$ cat src/rtl/seg7_pkg.sv
// -----------------------------------------------------------------------------
// seg7_pkg
// Shared definitions for the shared 7-segment display scheduler:
//   - SEG_* bit positions of the abcdefgh pin bus (bit7 = a .. bit1 = g, bit0 = h/dp)
//   - share_state_t : arbiter states (IDLE = nobody owns the display, OWN = owned)
//   - hex_to_7seg() : hex nibble to segment pattern (0-9, A, b, C, d, E, F), dp off
// -----------------------------------------------------------------------------
package seg7_pkg;

   localparam int SEG_A = 7;
   localparam int SEG_B = 6;
   localparam int SEG_C = 5;
   localparam int SEG_D = 4;
   localparam int SEG_E = 3;
   localparam int SEG_F = 2;
   localparam int SEG_G = 1;
   localparam int SEG_H = 0;

   typedef enum logic {
      IDLE = 1'b0,
      OWN  = 1'b1
   } share_state_t;

   // Segment pattern for one hex digit; the decimal point bit is always off here.
   function automatic logic [7:0] hex_to_7seg(input logic [3:0] nib);
      logic [6:0] p;   // abcdefg
      logic [7:0] seg;
      case (nib)
         4'h0:    p = 7'b1111110;
         4'h1:    p = 7'b0110000;
         4'h2:    p = 7'b1101101;
         4'h3:    p = 7'b1111001;
         4'h4:    p = 7'b0110011;
         4'h5:    p = 7'b1011011;
         4'h6:    p = 7'b1011111;
         4'h7:    p = 7'b1110000;
         4'h8:    p = 7'b1111111;
         4'h9:    p = 7'b1111011;
         4'hA:    p = 7'b1110111;
         4'hB:    p = 7'b0011111;
         4'hC:    p = 7'b1001110;
         4'hD:    p = 7'b0111101;
         4'hE:    p = 7'b1001111;
         4'hF:    p = 7'b1000111;
         default: p = 7'b0000000;
      endcase
      seg        = 8'h00;
      seg[SEG_A] = p[6];
      seg[SEG_B] = p[5];
      seg[SEG_C] = p[4];
      seg[SEG_D] = p[3];
      seg[SEG_E] = p[2];
      seg[SEG_F] = p[1];
      seg[SEG_G] = p[0];
      seg[SEG_H] = 1'b0;
      return seg;
   endfunction

endpackage

$ cat src/rtl/seg7_scan_driver.sv
// -----------------------------------------------------------------------------
// seg7_scan_driver
// Free-running digit scanner for an 8-digit multiplexed display. Each digit gets
// a slot of SLOT_CYC cycles whose first BLANK_CYC cycles are dark (anti-ghosting).
// Pins are registered, so they lag the slot/digit counters by one cycle.
// Ports:
//   clock, reset       : clock, asynchronous active-high reset
//   i_active           : 1 = an owner holds the display; 0 = keep everything dark
//   i_snap_val/dp/blank: frame snapshot (nibble k -> digit k, blank bit 1 = dark)
//   o_frame_end        : combinational, high in the last counter cycle of a frame
//   o_frame_tick       : registered frame_end, aligned with the pins
//   o_abcdefgh, o_digit: segment and one-hot digit pins
// -----------------------------------------------------------------------------
module seg7_scan_driver
   import seg7_pkg::*;
#(
   parameter int SLOT_CYC  = 3375,
   parameter int BLANK_CYC = 64
) (
   input  logic        clock,
   input  logic        reset,
   input  logic        i_active,
   input  logic [31:0] i_snap_val,
   input  logic [7:0]  i_snap_dp,
   input  logic [7:0]  i_snap_blank,
   output logic        o_frame_end,
   output logic        o_frame_tick,
   output logic [7:0]  o_abcdefgh,
   output logic [7:0]  o_digit
);

   localparam int SW = (SLOT_CYC > 1) ? $clog2(SLOT_CYC) : 1;
   localparam logic [SW-1:0] SLOT_LAST = SW'(SLOT_CYC - 1);
   localparam logic [SW-1:0] BLANK_END = SW'(BLANK_CYC);

   logic [SW-1:0] r_slot_cnt;
   logic [2:0]    r_digit_idx;
   logic          r_frame_tick;
   logic [7:0]    r_abcdefgh;
   logic [7:0]    r_digit;

   logic          w_slot_end;
   logic          w_lit;
   logic [3:0]    w_nibble;
   logic [7:0]    w_seg;

   assign w_slot_end  = (r_slot_cnt == SLOT_LAST);
   assign o_frame_end = w_slot_end && (r_digit_idx == 3'd7);

   // Slot and digit counters; the 3-bit digit index wraps 7 -> 0 by itself.
   always_ff @(posedge clock or posedge reset) begin
      if (reset) begin
         r_slot_cnt  <= {SW{1'b0}};
         r_digit_idx <= 3'd0;
      end else if (w_slot_end) begin
         r_slot_cnt  <= {SW{1'b0}};
         r_digit_idx <= r_digit_idx + 3'd1;
      end else begin
         r_slot_cnt  <= r_slot_cnt + SW'(1);
         r_digit_idx <= r_digit_idx;
      end
   end

   // Segment pattern for the current digit and whether it may light at all.
   always_comb begin
      w_nibble     = i_snap_val[{r_digit_idx, 2'b00} +: 4];
      w_seg        = hex_to_7seg(w_nibble);
      w_seg[SEG_H] = i_snap_dp[r_digit_idx];
      w_lit        = i_active && (r_slot_cnt >= BLANK_END) && !i_snap_blank[r_digit_idx];
   end

   // Registered pin drive; reset clears the pins immediately through the async path.
   always_ff @(posedge clock or posedge reset) begin
      if (reset) begin
         r_frame_tick <= 1'b0;
         r_abcdefgh   <= 8'h00;
         r_digit      <= 8'h00;
      end else begin
         r_frame_tick <= o_frame_end;
         r_abcdefgh   <= w_lit ? w_seg : 8'h00;
         r_digit      <= w_lit ? (8'h01 << r_digit_idx) : 8'h00;
      end
   end

   assign o_frame_tick = r_frame_tick;
   assign o_abcdefgh   = r_abcdefgh;
   assign o_digit      = r_digit;

endmodule

$ cat src/rtl/seg7_share_scheduler.sv
// -----------------------------------------------------------------------------
// seg7_share_scheduler
// Shares one 8-digit multiplexed 7-segment display between N_REQ requesters with
// round-robin arbitration and a minimum ownership time of HOLD_FRAMES frames
// (only enforced while someone else is waiting). Ownership changes and the
// value/dp/blank snapshot are taken only at frame boundaries, so digits never tear.
// Ports:
//   clock, reset : clock, asynchronous active-high reset
//   i_req        : level request per requester
//   i_value      : requester i hex value at [32*i +: 32], nibble k -> digit k
//   i_dp         : requester i decimal-point mask at [8*i +: 8]
//   i_blank      : requester i digit-blank mask at [8*i +: 8], 1 = digit dark
//   o_grant      : one-hot current owner, zero when idle
//   o_frame_tick : one-cycle pulse on the last pin cycle of every frame
//   o_abcdefgh   : bit7 = a .. bit1 = g, bit0 = dp; 1 = segment on
//   o_digit      : one-hot active digit, 0 = none
// -----------------------------------------------------------------------------
module seg7_share_scheduler
   import seg7_pkg::*;
#(
   parameter int N_REQ       = 4,
   parameter int SLOT_CYC    = 3375,
   parameter int BLANK_CYC   = 64,
   parameter int HOLD_FRAMES = 100
) (
   input  logic                 clock,
   input  logic                 reset,
   input  logic [N_REQ-1:0]     i_req,
   input  logic [N_REQ*32-1:0]  i_value,
   input  logic [N_REQ*8-1:0]   i_dp,
   input  logic [N_REQ*8-1:0]   i_blank,
   output logic [N_REQ-1:0]     o_grant,
   output logic                 o_frame_tick,
   output logic [7:0]           o_abcdefgh,
   output logic [7:0]           o_digit
);

   localparam int IW = $clog2(N_REQ);
   localparam int HW = (HOLD_FRAMES > 1) ? $clog2(HOLD_FRAMES) : 1;
   localparam logic [IW-1:0] LAST_IDX = IW'(N_REQ - 1);
   localparam logic [HW-1:0] HOLD_MAX = HW'(HOLD_FRAMES - 1);

   // Next index round-robin, wrapping N_REQ-1 -> 0 (N_REQ need not be a power of 2).
   function automatic logic [IW-1:0] wrap_inc(input logic [IW-1:0] x);
      return (x == LAST_IDX) ? {IW{1'b0}} : (x + IW'(1));
   endfunction

   // First requester at or after 'start' in round-robin order; returns {found, index}.
   function automatic logic [IW:0] rr_pick(input logic [N_REQ-1:0] req, input logic [IW-1:0] start);
      logic          found;
      logic [IW-1:0] idx;
      logic [IW-1:0] pick;
      found = 1'b0;
      pick  = {IW{1'b0}};
      idx   = start;
      for (int k = 0; k < N_REQ; k++) begin
         if (!found && req[idx]) begin
            found = 1'b1;
            pick  = idx;
         end else begin
            found = found;
         end
         idx = wrap_inc(idx);
      end
      return {found, pick};
   endfunction

   share_state_t     r_state;
   share_state_t     w_state_nxt;
   logic [IW-1:0]    r_owner;
   logic [IW-1:0]    w_owner_nxt;
   logic [IW-1:0]    r_rr_ptr;
   logic [IW-1:0]    w_rr_nxt;
   logic [HW-1:0]    r_hold_cnt;
   logic [HW-1:0]    w_hold_nxt;
   logic             w_load;
   logic [N_REQ-1:0] r_grant;
   logic [N_REQ-1:0] w_grant_nxt;
   logic [N_REQ-1:0] w_owner_mask;
   logic             w_others;
   logic [IW:0]      w_pick_rr;
   logic [IW:0]      w_pick_next;
   logic [31:0]      w_sel_val;
   logic [7:0]       w_sel_dp;
   logic [7:0]       w_sel_blank;
   logic [31:0]      r_snap_val;
   logic [7:0]       r_snap_dp;
   logic [7:0]       r_snap_blank;
   logic             w_frame_end;

   assign w_owner_mask = {{(N_REQ-1){1'b0}}, 1'b1} << r_owner;
   assign w_others     = |(i_req & ~w_owner_mask);
   assign w_pick_rr    = rr_pick(i_req, r_rr_ptr);
   assign w_pick_next  = rr_pick(i_req, wrap_inc(r_owner));

   // Arbiter decisions, taken only in the last counter cycle of a frame.
   always_comb begin
      w_state_nxt = r_state;
      w_owner_nxt = r_owner;
      w_rr_nxt    = r_rr_ptr;
      w_hold_nxt  = r_hold_cnt;
      w_load      = 1'b0;
      if (w_frame_end) begin
         case (r_state)
            IDLE: begin
               if (w_pick_rr[IW]) begin
                  w_state_nxt = OWN;
                  w_owner_nxt = w_pick_rr[IW-1:0];
                  w_rr_nxt    = wrap_inc(w_pick_rr[IW-1:0]);
                  w_hold_nxt  = {HW{1'b0}};
                  w_load      = 1'b1;
               end else begin
                  w_state_nxt = IDLE;
               end
            end
            OWN: begin
               if (!i_req[r_owner]) begin
                  // Owner released: hand over, or fall idle when nobody else wants it.
                  if (w_pick_next[IW]) begin
                     w_owner_nxt = w_pick_next[IW-1:0];
                     w_rr_nxt    = wrap_inc(w_pick_next[IW-1:0]);
                     w_hold_nxt  = {HW{1'b0}};
                     w_load      = 1'b1;
                  end else begin
                     w_state_nxt = IDLE;
                     w_hold_nxt  = {HW{1'b0}};
                  end
               end else if (w_others && (r_hold_cnt >= HOLD_MAX)) begin
                  // Someone else waits and the minimum ownership has elapsed;
                  // w_pick_next cannot return the owner because another req is set.
                  w_owner_nxt = w_pick_next[IW-1:0];
                  w_rr_nxt    = wrap_inc(w_pick_next[IW-1:0]);
                  w_hold_nxt  = {HW{1'b0}};
                  w_load      = 1'b1;
               end else begin
                  // Keep the owner and refresh its snapshot for the next frame.
                  w_load = 1'b1;
                  if (r_hold_cnt < HOLD_MAX) begin
                     w_hold_nxt = r_hold_cnt + HW'(1);
                  end else begin
                     w_hold_nxt = r_hold_cnt;
                  end
               end
            end
            default: begin
               w_state_nxt = IDLE;
               w_hold_nxt  = {HW{1'b0}};
            end
         endcase
      end else begin
         w_load = 1'b0;
      end
   end

   // One-hot grant for the owner chosen for the next frame.
   always_comb begin
      if (w_state_nxt == OWN) begin
         w_grant_nxt = {{(N_REQ-1){1'b0}}, 1'b1} << w_owner_nxt;
      end else begin
         w_grant_nxt = {N_REQ{1'b0}};
      end
   end

   // Input mux for the snapshot: the newly selected owner's value/dp/blank.
   always_comb begin
      w_sel_val   = 32'h0000_0000;
      w_sel_dp    = 8'h00;
      w_sel_blank = 8'h00;
      for (int i = 0; i < N_REQ; i++) begin
         if (w_owner_nxt == IW'(i)) begin
            w_sel_val   = i_value[32*i +: 32];
            w_sel_dp    = i_dp[8*i +: 8];
            w_sel_blank = i_blank[8*i +: 8];
         end else begin
            w_sel_val   = w_sel_val;
         end
      end
   end

   // Arbiter state, owner, round-robin pointer, hold counter and grant.
   always_ff @(posedge clock or posedge reset) begin
      if (reset) begin
         r_state    <= IDLE;
         r_owner    <= {IW{1'b0}};
         r_rr_ptr   <= {IW{1'b0}};
         r_hold_cnt <= {HW{1'b0}};
         r_grant    <= {N_REQ{1'b0}};
      end else begin
         r_state    <= w_state_nxt;
         r_owner    <= w_owner_nxt;
         r_rr_ptr   <= w_rr_nxt;
         r_hold_cnt <= w_hold_nxt;
         r_grant    <= w_grant_nxt;
      end
   end

   // Frame snapshot; stays frozen for the whole frame even if the owner lets go.
   always_ff @(posedge clock or posedge reset) begin
      if (reset) begin
         r_snap_val   <= 32'h0000_0000;
         r_snap_dp    <= 8'h00;
         r_snap_blank <= 8'h00;
      end else if (w_load) begin
         r_snap_val   <= w_sel_val;
         r_snap_dp    <= w_sel_dp;
         r_snap_blank <= w_sel_blank;
      end else begin
         r_snap_val   <= r_snap_val;
         r_snap_dp    <= r_snap_dp;
         r_snap_blank <= r_snap_blank;
      end
   end

   seg7_scan_driver #(
      .SLOT_CYC  (SLOT_CYC),
      .BLANK_CYC (BLANK_CYC)
   ) u_scan (
      .clock        (clock),
      .reset        (reset),
      .i_active     (r_state == OWN),
      .i_snap_val   (r_snap_val),
      .i_snap_dp    (r_snap_dp),
      .i_snap_blank (r_snap_blank),
      .o_frame_end  (w_frame_end),
      .o_frame_tick (o_frame_tick),
      .o_abcdefgh   (o_abcdefgh),
      .o_digit      (o_digit)
   );

   assign o_grant = r_grant;

endmodule
$ cat config.mk
export PLATFORM = sky130hd
export DESIGN_NAME = seg7_share_scheduler
export DESIGN_NICKNAME = d
export VERILOG_FILES = /design/src/rtl/seg7_pkg.sv /design/src/rtl/seg7_scan_driver.sv /design/src/rtl/seg7_share_scheduler.sv
export SDC_FILE = /design/constraint.sdc
export NUM_CORES = 1
export LEC_CHECK = 0
export BUFFER_PORTS_ARGS = -buffer_cell sky130_fd_sc_hd__clkbuf_2
export CAP_MARGIN = 30
export CORE_AREA = 3 3 118 120
export CTS_CLUSTER_DIAMETER = 100
export CTS_CLUSTER_SIZE = 14
export DETAILED_ROUTE_END_ITERATION = 8
export DIE_AREA = 0 0 121 123
export PLACE_DENSITY = 0.79
export SYNTH_ARGS = -nofsm -noshare
export SYNTH_HDL_FRONTEND = slang
export SYNTH_SLANG_ARGS = --single-unit
$ cat constraint.sdc
create_clock -name clock -period 3.5 [get_ports clock]
set_input_delay 0.7 -clock clock [delete_from_list [all_inputs] [get_ports clock]]
set_output_delay 0.7 -clock clock [all_outputs]
set_load 0.005 [all_outputs]
## Word-level counts from Yosys, hierarchy flattened

Memories as Yosys holds them, arrays and structs flattened.
Index checks and enable logic that the tools add are counted.

| word-level totals | value |
|---|---|
| register bits after elaboration | 96 |
| input bits | 198 |
| memory bits (read-only) | 112 |
| memories kept | 1 |
| output and inout bits | 21 |
| word-level logic and storage cells | 170 |

Memory list:

| memory | words | bits a word | rd ports | clocked after memory_dff | wr ports | RTL line | source |
|---|---|---|---|---|---|---|---|
| (name not given) | 16 | 7 | 1 | 0 | 0 | seg7_pkg.sv:28 | `case (nib)` |

| cells by class | value |
|---|---|
| multiplexer cells | 85 |
| bitwise operators | 3 |
| equal/unequal tests | 18 |
| reduce and logical (&&, ||, !) cells | 21 |
| add/subtract/negate cells | 12 |
| shift-type cells | 4 |
| magnitude comparators | 13 |

Operators with widths:

| operator | number |
|---|---|
| 32-bit 2-to-1 mux | 4 |
| 8-bit 2-to-1 mux | 10 |
| 2-bit 2-to-1 mux | 26 |
| 32-bit by 6-bit variable part select with 4-bit output | 1 |
| 7-bit 2-to-1 mux | 4 |
| 2-bit by 3-bit less-than comparator with 1-bit output, second input constant | 9 |
| 1-bit 2-to-1 mux | 24 |
| 2-bit equality test, second input constant | 11 |
| 2-bit by 1-bit adder with 2-bit output, second input constant | 9 |
| 1-bit binary-select mux with 2-bit select | 9 |
| 7-bit one-hot mux with 2 select lines | 1 |
| 12-bit by 1-bit adder with 12-bit output, second input constant | 1 |
| 12-bit equality test, second input constant | 1 |
| 12-bit by 7-bit greater-or-equal comparator with 1-bit output, second input constant | 1 |
| 12-bit 2-to-1 mux | 1 |
| 1-bit logical AND | 10 |
| 2-bit one-hot mux with 2 select lines | 2 |
| 1-bit by 2-bit left shift with 4-bit output, first input constant | 2 |
| 1-bit by 3-bit left shift with 8-bit output, first input constant | 1 |
| 7-bit by 1-bit adder with 7-bit output, second input constant | 1 |
| 7-bit greater-or-equal comparator, second input constant | 1 |
| 1-bit zero test | 7 |
| 7-bit less-than comparator, second input constant | 1 |
| 1-bit binary-select mux with 3-bit select | 2 |
| other kinds (17) | 17 |

## Logic depth before layout (Yosys ltp)

| depth | value |
|---|---|
| depth after elaboration | 23 |
| depth in mapped cells | 14 |
| depth with buffers taken out | 12 |

## By module

Synthesis repeated with hierarchy kept, for this count alone.

| second synthesis, totals | value |
|---|---|
| cell total of the unflattened synthesis | 615 |
| area total of the unflattened synthesis | 6531.3 µm² |

Modules (own cells, without submodules):

| module | seq. area each (µm²) | instances | cells an instance | area each (µm²) |
|---|---|---|---|---|
| seg7_share_scheduler | 1601.5 | 1 | 440 | 4488.1 |
| seg7_scan_driver | 800.8 | 1 | 175 | 2043.2 |

## Worst setup path before layout

Ideal clock, no wire load.

| timing | value |
|---|---|
| kind | reg2reg |
| start | register r_rr_ptr[1] |
| end | register r_snap_blank[0] |
| arrival time | 2737 ps |
| slack | 636 ps |
| setup time | 127 ps |
| path buffers | 2 |
| data required time | 3373 ps |
| clock period less this slack | 2864 ps |
| cell stages (with the launch flop) | 12 |
| cell sequence | dfrtp_1 ha_1 buf_2 mux2i_1 a22oi_1 o41ai_4 nand2_1 o221ai_2 buf_2 mux2_2 nand2_1 o211ai_2 |

| between the ends | value |
|---|---|
| cells in the longest elaborated chain, start to end | 20 |
| elaborated cells between the ends (all ways) | 45 |
| those cells by class | add/sub: 3; eq/ne: 6; mux: 29; reduce/logical: 7 |

RTL lines:

| what | RTL line | source |
|---|---|---|
| start: declaration | seg7_share_scheduler.sv:72 | `logic [IW-1:0] r_rr_ptr;` |
| start signal: assignment | seg7_share_scheduler.sv:185 | `r_rr_ptr <= {IW{1'b0}};` |
| start signal: assignment | seg7_share_scheduler.sv:191 | `r_rr_ptr <= w_rr_nxt;` |
| parallel branches: the longest is 20 deep, another holds 2-bit by 1-bit adder with 2-bit output | n/a |  |
| end signal: assignment | seg7_share_scheduler.sv:206 | `r_snap_blank <= w_sel_blank;` |
| end signal: assignment | seg7_share_scheduler.sv:210 | `r_snap_blank <= r_snap_blank;` |
| end: declaration | seg7_share_scheduler.sv:88 | `logic [7:0] r_snap_blank;` |

Several ways; the timed one is not identified. The select of a mux whose other input is x is not followed.
A chain may end at the register's enable or synchronous reset.

## Worst setup path in the final report

| timing | value |
|---|---|
| start | register r_rr_ptr[1] |
| end | register r_snap_val[3] |

| between the ends | value |
|---|---|
| cells in the longest elaborated chain, start to end | 20 |
| elaborated cells between the ends (all ways) | 45 |
| those cells by class | add/sub: 3; eq/ne: 6; mux: 29; reduce/logical: 7 |

RTL lines:

| what | RTL line | source |
|---|---|---|
| parallel branches: the longest is 20 deep, another holds 2-bit by 1-bit adder with 2-bit output | n/a |  |
| end signal: assignment | seg7_share_scheduler.sv:204 | `r_snap_val <= w_sel_val;` |
| end signal: assignment | seg7_share_scheduler.sv:208 | `r_snap_val <= r_snap_val;` |
| end: declaration | seg7_share_scheduler.sv:86 | `logic [31:0] r_snap_val;` |

Several ways; the timed one is not identified. The select of a mux whose other input is x is not followed.

==> summary.md <==
| Metric | Value |
|---|---|
| Power Density | `292 nW/um^2` |
| Vias in the first global route | `5,337` |
| Clock transition at path regs | `approximately 0.070 ns` |
| Post-synth EDFFs | `0` |
| Clock sinks | `96` |
| Clk root buf | `clkbuf_16` |
| Final net count | `approximately 1,100` |
| Min Tclk post-route | `between 3 and 4 ns` |
| Max_slew headroom | `a little under half` |
| Critical Path AT | `3.47 ns` |
| H-tree depth | `3` |
| Most used DFF post-synth | `dfrtp_1` |
| FF-to-FF path depth | `11` |
| Sequential cell area | `approximately 2400 sq um` |
| Post-synthesis adder-cell area fraction | `4.01%` |
| Outcome | `finished, final reports clean` |
| Max_cap viols | `0` |
| Initial antenna violation count | `0` |
| Startpoint types | `register` |
| 1st-iter DRT viols | `297` |
| Gate Count Post-Synth | `between 600 and 700` |
| Final setup fails | `0` |
| WL final | `roughly 17,000 microns` |
| Dpl ws | `between 0.2 and 0.3 ns` |
| Ant. Diodes | `0` |
| Async set or reset register ratio after synthesis | `100%` |
| Largest net degree at the start of global routing | `50` |
| TritonRoute pass-1 iters | `5` |
| M1 wire length | `~7300 microns` |
| DR top layer | `met4` |
| Die X | `approximately 120 microns` |
| Worst Path Max Fanout | `28` |
| Die area | `between 10,000 and 15,000 sq um` |
| #FFs+latches synth | `96` |
| Core area | `around 13,000 sq um` |
| Mux cell area share after synthesis | `approximately 21%` |
| Synth Area in Simple Gates | `between 10% and 20%` |
| # fillers | `around 1,100` |
| CP endpoint | `r_snap_val[3]` |
| Hold_buf cts | `0` |
| Vias | `5,731` |
| DR vias/cell | `around 5.4` |
| Row cnt | `between 40 and 50` |
| DRC | `0` |
| VDD IR max | `0.250 mV` |
| Sequential cell area fraction in the yosys report | `between 30% and 40%` |
| Leakage dissipation | `approximately 3.8 nW` |
| Setup tns final | `0 ns` |
| GRT Util Overall | `between 20% and 30%` |
| Crit path required time | `about 3.7 ns` |
| Slack of the worst reg-to-reg path | `approximately 0.25 ns` |
| Critical Setup Path Class | `register to register` |
| Syn. warnings | `0` |
| Commonest non-fill, non-tap cells in the layout | `218 x clkbuf_2, 111 x nand2_1, 96 x dfrtp_1, 60 x mux2i_1, 36 x mux2_2` |
| Routed len/inst | `approximately 16 microns` |
| Largest family of logic cells by synthesized area | `multiplexers` |
| Post-Synthesis Cell Area | `around 6600 sq um` |
| Multi-input logic area | `approximately 3800 sq um` |
| RR Startpoint | `r_rr_ptr[1]` |
| Initial Utilization | `between 50% and 60%` |
| Finished Cell Area | `a little over 8000 sq um` |
| Net Count, Synth | `885` |
| Final worst slack | `0.248 ns` |
| CTS tree | `built` |
| Postcts setup bufs | `0` |
| Hold Path Class | `input port to asynchronous set/reset pin` |
| Syn avg cell area | `between 9 and 10 sq um` |
| Worst slew pin tran | `0.793 ns` |
| IO Count | `around 220` |
| DP Wirelength | `between 10,000 and 15,000 microns` |
| CTS Buffer Depth | `2` |
| GRT Residual Overflow | `0` |
| Synth-to-Final Area Change | `24.5%` |
| Crit Reg-Reg Endpoint | `r_snap_val[3]` |
| Final antenna-violating net count | `0` |
| IO buf count | `between 200 and 250` |
| Yosys cell types | `66` |
| CP startpoint | `r_rr_ptr[1]` |
| Final Cycle Share | `between 90 and 100%` |
| Compound-Gate Fraction of Synth Area | `between 10% and 20%` |
| Total CTS buffers | `9` |
| Final Hold Viols | `0` |
| Commonest non-fill, non-tap cell in the layout | `clkbuf_2` |
| Fin. max-slew vios | `0` |
| First-pass GRT wire length | `26,600 microns` |
| WL met2 | `~8500 microns` |
| RSZ-0062 raised after global routing | `no` |
| Synth Area in XOR/XNOR | `roughly 2%` |
| Layout cells sized above 1 | `a little under two fifths` |
| Post-cts sizing count | `0` |
| Met3 wire length | `992 microns` |
| Fmax | `0.308 GHz` |
| Worst Skew | `around 0.011 ns` |
| Cell Area, Placed | `a little under 8000 sq um` |
| Worst-Skew Late Latency | `0.35 ns` |
| Die height | `around 120 microns` |
| Worst Setup End Kind | `register` |
| GP Congestion | `about 0.90` |
==> Yosys cell counts (14+ instances only) <==
cell type	number	area, sq um
a211oi_1	15	113
inv_1	21	78.8
o21ai_0	14	70.1
o211ai_1	30	225
buf_2	20	100
mux2i_1	60	601
nand2_1	111	417
ha_1	21	263
a21oi_1	15	75.1
dfrtp_1	96	2400
nor2_1	29	109
mux2_2	36	405
==> worst min-delay path by stage <==
| stage | to | from | slack [ns] |
|---|---|---|---|
| after CTS | u_scan.r_digit_idx[1] | reset | 0.43 |
| after global routing | u_scan.r_slot_cnt[7] | reset | 0.44 |
| after global placement | r_snap_blank[6] | r_snap_blank[6] | 0.46 |
| after floorplan | r_snap_blank[6] | r_snap_blank[6] | 0.44 |
| after detailed placement | r_snap_blank[6] | r_snap_blank[6] | 0.47 |
| final | u_scan.r_slot_cnt[7] | reset | 0.40 |
==> state kept, by name, indices dropped and copies added, names as in the netlist <==
name                 flops
r_snap_val              32
u_scan.r_slot_cnt       12
r_snap_blank             8
r_snap_dp                8
u_scan.o_abcdefgh        8
u_scan.o_digit           8
r_hold_cnt               7
o_grant                  4
u_scan.r_digit_idx       3
r_owner                  2
r_rr_ptr                 2
r_state                  1
u_scan.o_frame_tick      1
==> per-layer routing <==
metal / global-route usage [%] / up-vias
li1: - / 2814
met1: 31.0 / 2708
met2: 38.2 / 197
met3: 4.16 / 12
met4: 4.60 / 0
met5: 0 / -
==> cell families (layout without fill, tap and decap cells) <==
family | Yosys count | count (layout)
compound gates | 144 | 144
flops | 96 | 96
simple gates | 208 | 208
xor+xnor | 15 | 15
mux | 114 | 114
fa+ha+maj | 21 | 21
buf+inv | 68 | 281
==> where the power goes <==
part           total [mW]  internal, mW  leakage, nW  switching (mW)
Sequential           1.11          1.11         1.32               0
Clock                1.05         0.627        0.160           0.428
Combinational       0.220         0.122         2.34          0.0980
Total                2.38          1.86         3.82           0.526
==> worst max-delay path, cell delays in order (launching register included) <==
cell and delay (ns):
dfrtp_1 0.46, ha_1 0.55, mux2i_1 0.31, a22oi_1 0.16
o41ai_4 0.40, nand2_1 0.15, o221ai_4 0.10, buf_12 0.23
buf_12 0.21, mux2_2 0.35, nand2_1 0.08, o211ai_1 0.09
==> stage by stage <==
step | utilization [%] | power, mW | hold WS (ns) | cells
after global routing | 62.4 | 2.48 | 0.443 | 1055
after CTS | 62.4 | 2.41 | 0.429 | 1055
after detailed placement | 59.9 | 1.35 | 0.473 | 1039
after floorplan | - | 1.22 | 0.443 | 666
final | 62.4 | 2.38 | 0.404 | 1055
after global placement | 59.9 | 1.35 | 0.461 | 1039
==> area by class of cell <==
type,count,area share [%]
multi-input cells,502,46.8
repair buffers,242,16.0
clock buffers,9,2.76
clock inverters,7,1.13
flip-flops and latches,96,29.4
inverters,23,1.09
well taps,176,2.70
Power figures use the tool's default switching activity.
